`config.mk`:
```
export PLATFORM = sky130hd
export DESIGN_NAME = systolic_result_drain
export DESIGN_NICKNAME = d
export VERILOG_FILES = /design/src/rtl/systolic_result_drain.sv
export SDC_FILE = /design/constraint.sdc
export NUM_CORES = 1
export LEC_CHECK = 0
export ABC_AREA = 0
export CAP_MARGIN = 20
export CORE_ASPECT_RATIO = 1.2
export CORE_MARGIN = 5
export CORE_UTILIZATION = 45
export CTS_BUF_LIST = sky130_fd_sc_hd__clkbuf_4 sky130_fd_sc_hd__clkbuf_8 sky130_fd_sc_hd__clkbuf_16
export CTS_CLUSTER_SIZE = 24
export DETAILED_ROUTE_END_ITERATION = 6
export HOLD_SLACK_MARGIN = 0.05
export PLACE_DENSITY_LB_ADDON = 0.3
export SYNTH_ARGS = -nofsm -noshare
export SYNTH_HDL_FRONTEND = slang
export SYNTH_SLANG_ARGS = --single-unit
export TNS_END_PERCENT = 1
```
`constraint.sdc`:
```
create_clock -name clk -period 18 [get_ports clk]
set_clock_uncertainty 0.15 [all_clocks]
set_input_delay 3.6 -clock clk [delete_from_list [all_inputs] [get_ports clk]]
set_output_delay 3.6 -clock clk [all_outputs]
set_load 0.01 [all_outputs]
```
`src/rtl/systolic_result_drain.sv`:
```
// systolic_result_drain
//
// Result collector at the bottom edge of the systolic PE array. It waits for
// the pipeline to fill, captures one c_ab vector per cycle into a vector FIFO,
// and serializes the vectors lane by lane onto a valid/ready stream. The PE
// chain cannot stall, so capture never back-pressures: when the FIFO is full
// the vector is dropped and the sticky overflow flag is raised.
//
// Optional feature macro: DRAIN_SKEW_EN
//   defined   - lane i passes through VECTOR-1-i delay registers to undo the
//               diagonal wavefront; the fill count becomes ROWS+VECTOR-1.
//   undefined - all lanes are captured in the same cycle; fill count is ROWS.
//
// Ports:
//   clk        rising-edge clock
//   rst_n      synchronous active-low reset
//   start      one-cycle pulse, operand injection for a tile begins
//   tile_len   result vectors in the tile, sampled with start
//   c_in       c_ab vector from the last PE row
//   out_ready  downstream ready
//   out_valid  out_data valid
//   out_data   result word
//   out_lane   lane index of out_data
//   out_last   last word of the tile
//   busy       high whenever the FSM is not in IDLE
//   overflow   sticky, a captured vector was dropped on a full FIFO
module systolic_result_drain #(
   parameter int REG_WIDTH = 16,
   parameter int VECTOR    = 6,
   parameter int ROWS      = 6,
   parameter int DEPTH     = 8
) (
   input  logic                                clk,
   input  logic                                rst_n,
   input  logic                                start,
   input  logic [7:0]                          tile_len,
   input  logic [VECTOR-1:0][REG_WIDTH-1:0]    c_in,
   input  logic                                out_ready,
   output logic                                out_valid,
   output logic [REG_WIDTH-1:0]                out_data,
   output logic [$clog2(VECTOR)-1:0]           out_lane,
   output logic                                out_last,
   output logic                                busy,
   output logic                                overflow
);

   localparam int LANE_W = $clog2(VECTOR);
   localparam int AW     = $clog2(DEPTH);
`ifdef DRAIN_SKEW_EN
   localparam int FILL_LEN = ROWS + VECTOR - 1;
`else
   localparam int FILL_LEN = ROWS;
`endif
   localparam int FW = $clog2(FILL_LEN + 1);

   localparam logic [1:0] S_IDLE    = 2'd0;
   localparam logic [1:0] S_FILL    = 2'd1;
   localparam logic [1:0] S_CAPTURE = 2'd2;
   localparam logic [1:0] S_DRAIN   = 2'd3;

   logic [1:0]                       state;
   logic [FW-1:0]                    fill_cnt;
   logic [7:0]                       cap_cnt;
   logic [7:0]                       len_q;
   logic [VECTOR-1:0][REG_WIDTH-1:0] cap_vec;
   logic [VECTOR-1:0][REG_WIDTH-1:0] mem [DEPTH];
   logic [AW:0]                      wr_ptr;
   logic [AW:0]                      rd_ptr;
   logic [VECTOR-1:0][REG_WIDTH-1:0] vec_q;
   logic [LANE_W-1:0]                lane_q;

   // ---------------------------------------------------------------- skew
`ifdef DRAIN_SKEW_EN
   for (genvar i = 0; i < VECTOR; i++) begin : g_lane
      localparam int D = VECTOR - 1 - i;
      if (D == 0) begin : g_pass
         assign cap_vec[i] = c_in[i];
      end else begin : g_dly
         logic [REG_WIDTH-1:0] dly [D];
         always_ff @(posedge clk) begin
            dly[0] <= c_in[i];
            for (int k = 1; k < D; k++) dly[k] <= dly[k-1];
         end
         assign cap_vec[i] = dly[D-1];
      end
   end
`else
   assign cap_vec = c_in;
`endif

   // ------------------------------------------------------------- control
   logic capturing, fifo_empty, fifo_full, last_lane, hs;
   logic ser_take, pop, bypass, push, drop, cap_end;

   assign capturing  = (state == S_CAPTURE);
   assign fifo_empty = (wr_ptr == rd_ptr);
   assign fifo_full  = (wr_ptr[AW] != rd_ptr[AW]) &&
                       (wr_ptr[AW-1:0] == rd_ptr[AW-1:0]);
   assign last_lane  = (lane_q == LANE_W'(VECTOR - 1));
   assign hs         = out_valid && out_ready;
   // The serializer can accept a new vector when idle, or in the very cycle
   // its last lane hands off, so consecutive vectors stream without a bubble.
   assign ser_take   = !out_valid || (hs && last_lane);
   assign pop        = ser_take && !fifo_empty;
   // An empty FIFO lets a fresh capture go straight into the serializer,
   // giving the one-cycle capture-to-output latency.
   assign bypass     = ser_take && fifo_empty && capturing;
   assign push       = capturing && !bypass && (!fifo_full || pop);
   assign drop       = capturing && !bypass && fifo_full && !pop;
   assign cap_end    = capturing && (cap_cnt == len_q - 8'd1);

   // NOTE: sequential state uses non-blocking assignments so every register
   // samples the pre-edge values regardless of block ordering.
   always_ff @(posedge clk) begin
      if (!rst_n) begin
         state    <= S_IDLE;
         fill_cnt <= '0;
         cap_cnt  <= '0;
         len_q    <= '0;
      end else begin
         case (state)
            S_IDLE: begin
               if (start && tile_len != 8'd0) begin
                  state    <= S_FILL;
                  len_q    <= tile_len;
                  fill_cnt <= '0;
               end
            end
            S_FILL: begin
               if (fill_cnt == FW'(FILL_LEN - 1)) begin
                  state   <= S_CAPTURE;
                  cap_cnt <= '0;
               end else begin
                  fill_cnt <= fill_cnt + 1'b1;
               end
            end
            S_CAPTURE: begin
               if (cap_end) state <= S_DRAIN;
               else         cap_cnt <= cap_cnt + 1'b1;
            end
            default: begin
               // Done once nothing is buffered and the final word handed off.
               if (fifo_empty && ser_take) state <= S_IDLE;
            end
         endcase
      end
   end

   // ---------------------------------------------------------------- FIFO
   always_ff @(posedge clk) begin
      if (!rst_n) begin
         wr_ptr <= '0;
         rd_ptr <= '0;
      end else begin
         if (push) wr_ptr <= wr_ptr + 1'b1;
         if (pop)  rd_ptr <= rd_ptr + 1'b1;
      end
   end

   // NOTE: the storage array is left unreset; the pointers alone define
   // which entries are valid, and resetting it would cost a reset net per bit.
   always_ff @(posedge clk) begin
      if (push) mem[wr_ptr[AW-1:0]] <= cap_vec;
   end

   // ---------------------------------------------------------- serializer
   always_ff @(posedge clk) begin
      if (!rst_n) begin
         out_valid <= 1'b0;
         lane_q    <= '0;
         vec_q     <= '0;
      end else if (ser_take) begin
         lane_q <= '0;
         if (pop) begin
            vec_q     <= mem[rd_ptr[AW-1:0]];
            out_valid <= 1'b1;
         end else if (bypass) begin
            vec_q     <= cap_vec;
            out_valid <= 1'b1;
         end else begin
            out_valid <= 1'b0;
         end
      end else if (hs) begin
         lane_q <= lane_q + 1'b1;
      end
   end

   always_ff @(posedge clk) begin
      if (!rst_n)    overflow <= 1'b0;
      else if (drop) overflow <= 1'b1;
   end

   assign out_data = vec_q[lane_q];
   assign out_lane = lane_q;
   // In DRAIN no further captures can arrive, so an empty FIFO means the
   // vector in the serializer is the last one the tile will ever emit.
   assign out_last = out_valid && last_lane && fifo_empty && (state == S_DRAIN);
   assign busy     = (state != S_IDLE);

endmodule

```
==> reports/results.ini <==
[sta]
slew_headroom=0.265
worst_pin_slew_ps=1100
setup-tns-final_ps=0
whs_ps=300
setup_viol=0
report.final.slew_viol_count=0
fmax_ghz=0.137
rsz0062_at_grt=false
timing.final.hold_violations=0
fin_crit_sh=0.405
fin_crit_ps=7290

[clock_tree]
post_cts_buffers=0
postCtsHoldBufs=0
clock_latency_ps=650
cts-root-buf=clkbuf_16
clkTransAtPathRegs_ps=60
cts_buffer_depth=3
cts_resized=0
cts_made_buffers=87
tritoncts=built
numClockSinks=901
cts_htree_levels=3

[synth]
async_flop_share=0
synth_top_area_frac=0.654
synthFlopType=edfxtp_1
yosysWarningCount=0
synth-seq-cells=901
synth_edf_count=768
syn_area_um2=35300
syn_avg_cell_area_um2=17.9
yosysSeqAreaShare=0.729
synth_top_cells_by_count=edfxtp_1, mux4_2, dfxtp_1, nand2_1, mux2i_1
syn-num-nets=2088
synthCells=1968
yosys.cell_count.top_type=edfxtp_1
netlist.top_cell.by_area=edfxtp_1
synth.distinct_cells=50
ys_top_cells_by_area=edfxtp_1, mux4_2, dfxtp_1

[floorplanning]
dieArea_um2=84100
chipWidth_um=266
ioPinCount=131
fp.dieH_um=317
rows=112
coreArea_um2=77800
start_util=0.454

[critical_path]
cp_max_fo=22
worst_r2r_path_depth=9
max_stage_delay_ps=920
required_ps=14250
reg2reg_from=out_lane[0]$_SDFFE_PP0P_
startpoint=out_lane[2]$_SDFFE_PP0P_
cp_slowest_cell=dfxtp_1
startpoint_type=flip-flop
cp_num_buf_inv=1
critPathKind=reg2out
crit_family=flip-flops
crit_cells=3
path_cells=nand2_1 -> o22ai_1 -> clkdlybuf4s50_1
crit_path_end_kind=primary output
regToRegSetupSlack_ps=13480
crit_arrival_ps=3540
r2r_end=mem[1][95]$_DFFE_PP_

[global_route]
antenna_found_initial=5
grt_max_degree=159
grt.overflow.total=0
track_usage=0.190
grt_pass1_wl_um=120000
grt_pass1_vias=18900

[route]
dr.pass1.iters=5
routed_wl_um=79200
ant_nets=0
num_vias=18200
wl_per_cell_um=24.7
via_per_inst=5.68
drtIter0Drc=1496
drc=0

[power_and_ir_drop]
p_per_area_nw_per_um2=123
p_leak_nw=12.4
ir_drop_mv=0.0843

[layout]
stdcell_count=3202
layout.nets=2217
final_util=0.522
drive_above_1_share=0.187
syn2layout_area_growth_pct=15.1

[placement]
place.port_buffers=130
dp_hpwl_um=45500
gp_congestion=0.792
placed_cells=3034

[min_path]
hold_end=vec_q[35]$_SDFFE_PN0P_
min-delay-path-class=reg2reg
holdPathStages=2
min_from=vec_q[35]$_SDFFE_PN0P_

[run]
drv_cap=0

[outcome]
outcome=finished, final reports clean

==> per-stage QoR <==
| stage | setup WS, ps | instance area [um2] | power [W] |
|---|---|---|---|
| final | 10710 | 40600 | 0.00501 |
| after global routing | 10510 | 40600 | 0.00522 |
| after CTS | 10730 | 40600 | 0.00506 |
| after detailed placement | 10470 | 37700 | 0.00323 |
| after global placement | 10490 | 37700 | 0.00321 |
| after floorplan | 2930 | 35300 | 0.00295 |
==> cells in the final DEF, fill, tap and decap left out, types with 4 or more instances in the layout <==
cell type,count
edfxtp_1,768
clkinv_1,16
nand3_1,13
inv_6,4
clkinv_2,17
or3_1,4
mux2i_1,120
clkbuf_4,18
xor2_1,8
clkbuf_8,4
buf_4,26
a21oi_1,106
or4_1,6
bufinv_16,7
o21ai_0,102
dfxtp_1,129
diode_2,5
nand4_1,4
nor3_1,5
ha_1,12
mux4_2,208
nand2_1,128
clkbuf_16,89
inv_1,27
clkdlybuf4s50_1,130
nor2_1,108
xnor2_1,13
o22ai_1,17
a21boi_0,12
and2_1,8
==> routing by layer <==
metal  global-route usage  up-vias  wire [um]
li1                     -     8059          -
met1                0.259     9493      33100
met2                0.311      510      39000
met3               0.0361      108       4980
met4               0.0644        2       2110
met5                    0        -         13
==> worst max-delay path by stage <==
stage	end	slack, ps
6_report	out_data[12]	10710
3_5_place_dp	mem[6][67]$_DFFE_PP_	10470
4_1_cts	out_data[15]	10730
2_1_floorplan	mem[1][0]$_DFFE_PP_	2930
3_3_place_gp	mem[1][75]$_DFFE_PP_	10490
5_1_grt	out_data[12]	10510
==> layout make-up <==
class,instances,area (um2)
Antenna cell,5,12.5
Clock buffer,111,2420
Clock inverter,52,484
Fill cell,6199,37200
Inverter,27,101
Multi-Input combinational cell,921,9000
Sequential cell,901,25700
Tap cell,1026,1280
Timing Repair Buffer,159,1560
==> state kept, by name (all words and copies together) (netlist names), 2 cells and up, named ones only <==
name / count
cap_cnt: 8
wr_ptr: 4
len_q: 8
out_lane: 3
rd_ptr: 4
mem: 768
state: 2
vec_q: 96
fill_cnt: 3
==> power by group <==
part	internal, W	switching (W)	total, W
sequential	0.00236	0.0000977	0.00246
combinational	0.000308	0.000411	0.000718
clock	0.00106	0.000774	0.00183
==> worst register-to-register path, cell delays in order, from the launching register on <==
cell	delay (ps)
dfxtp_2	320
buf_4	560
ha_1	330
nand3_1	150
nand2_1	320
xnor2_1	200
o21ai_1	270
nor4b_2	310
buf_4	600
buf_4	860
==> cell families after synthesis <==
logic type      synth area share
compound gates            0.0393
xor+xnor                 0.00521
fa+ha+maj                0.00426
buf+inv                   0.0173
flops                      0.729
mux                        0.167
simple gates              0.0379
(Power assumes the default switching activity.)
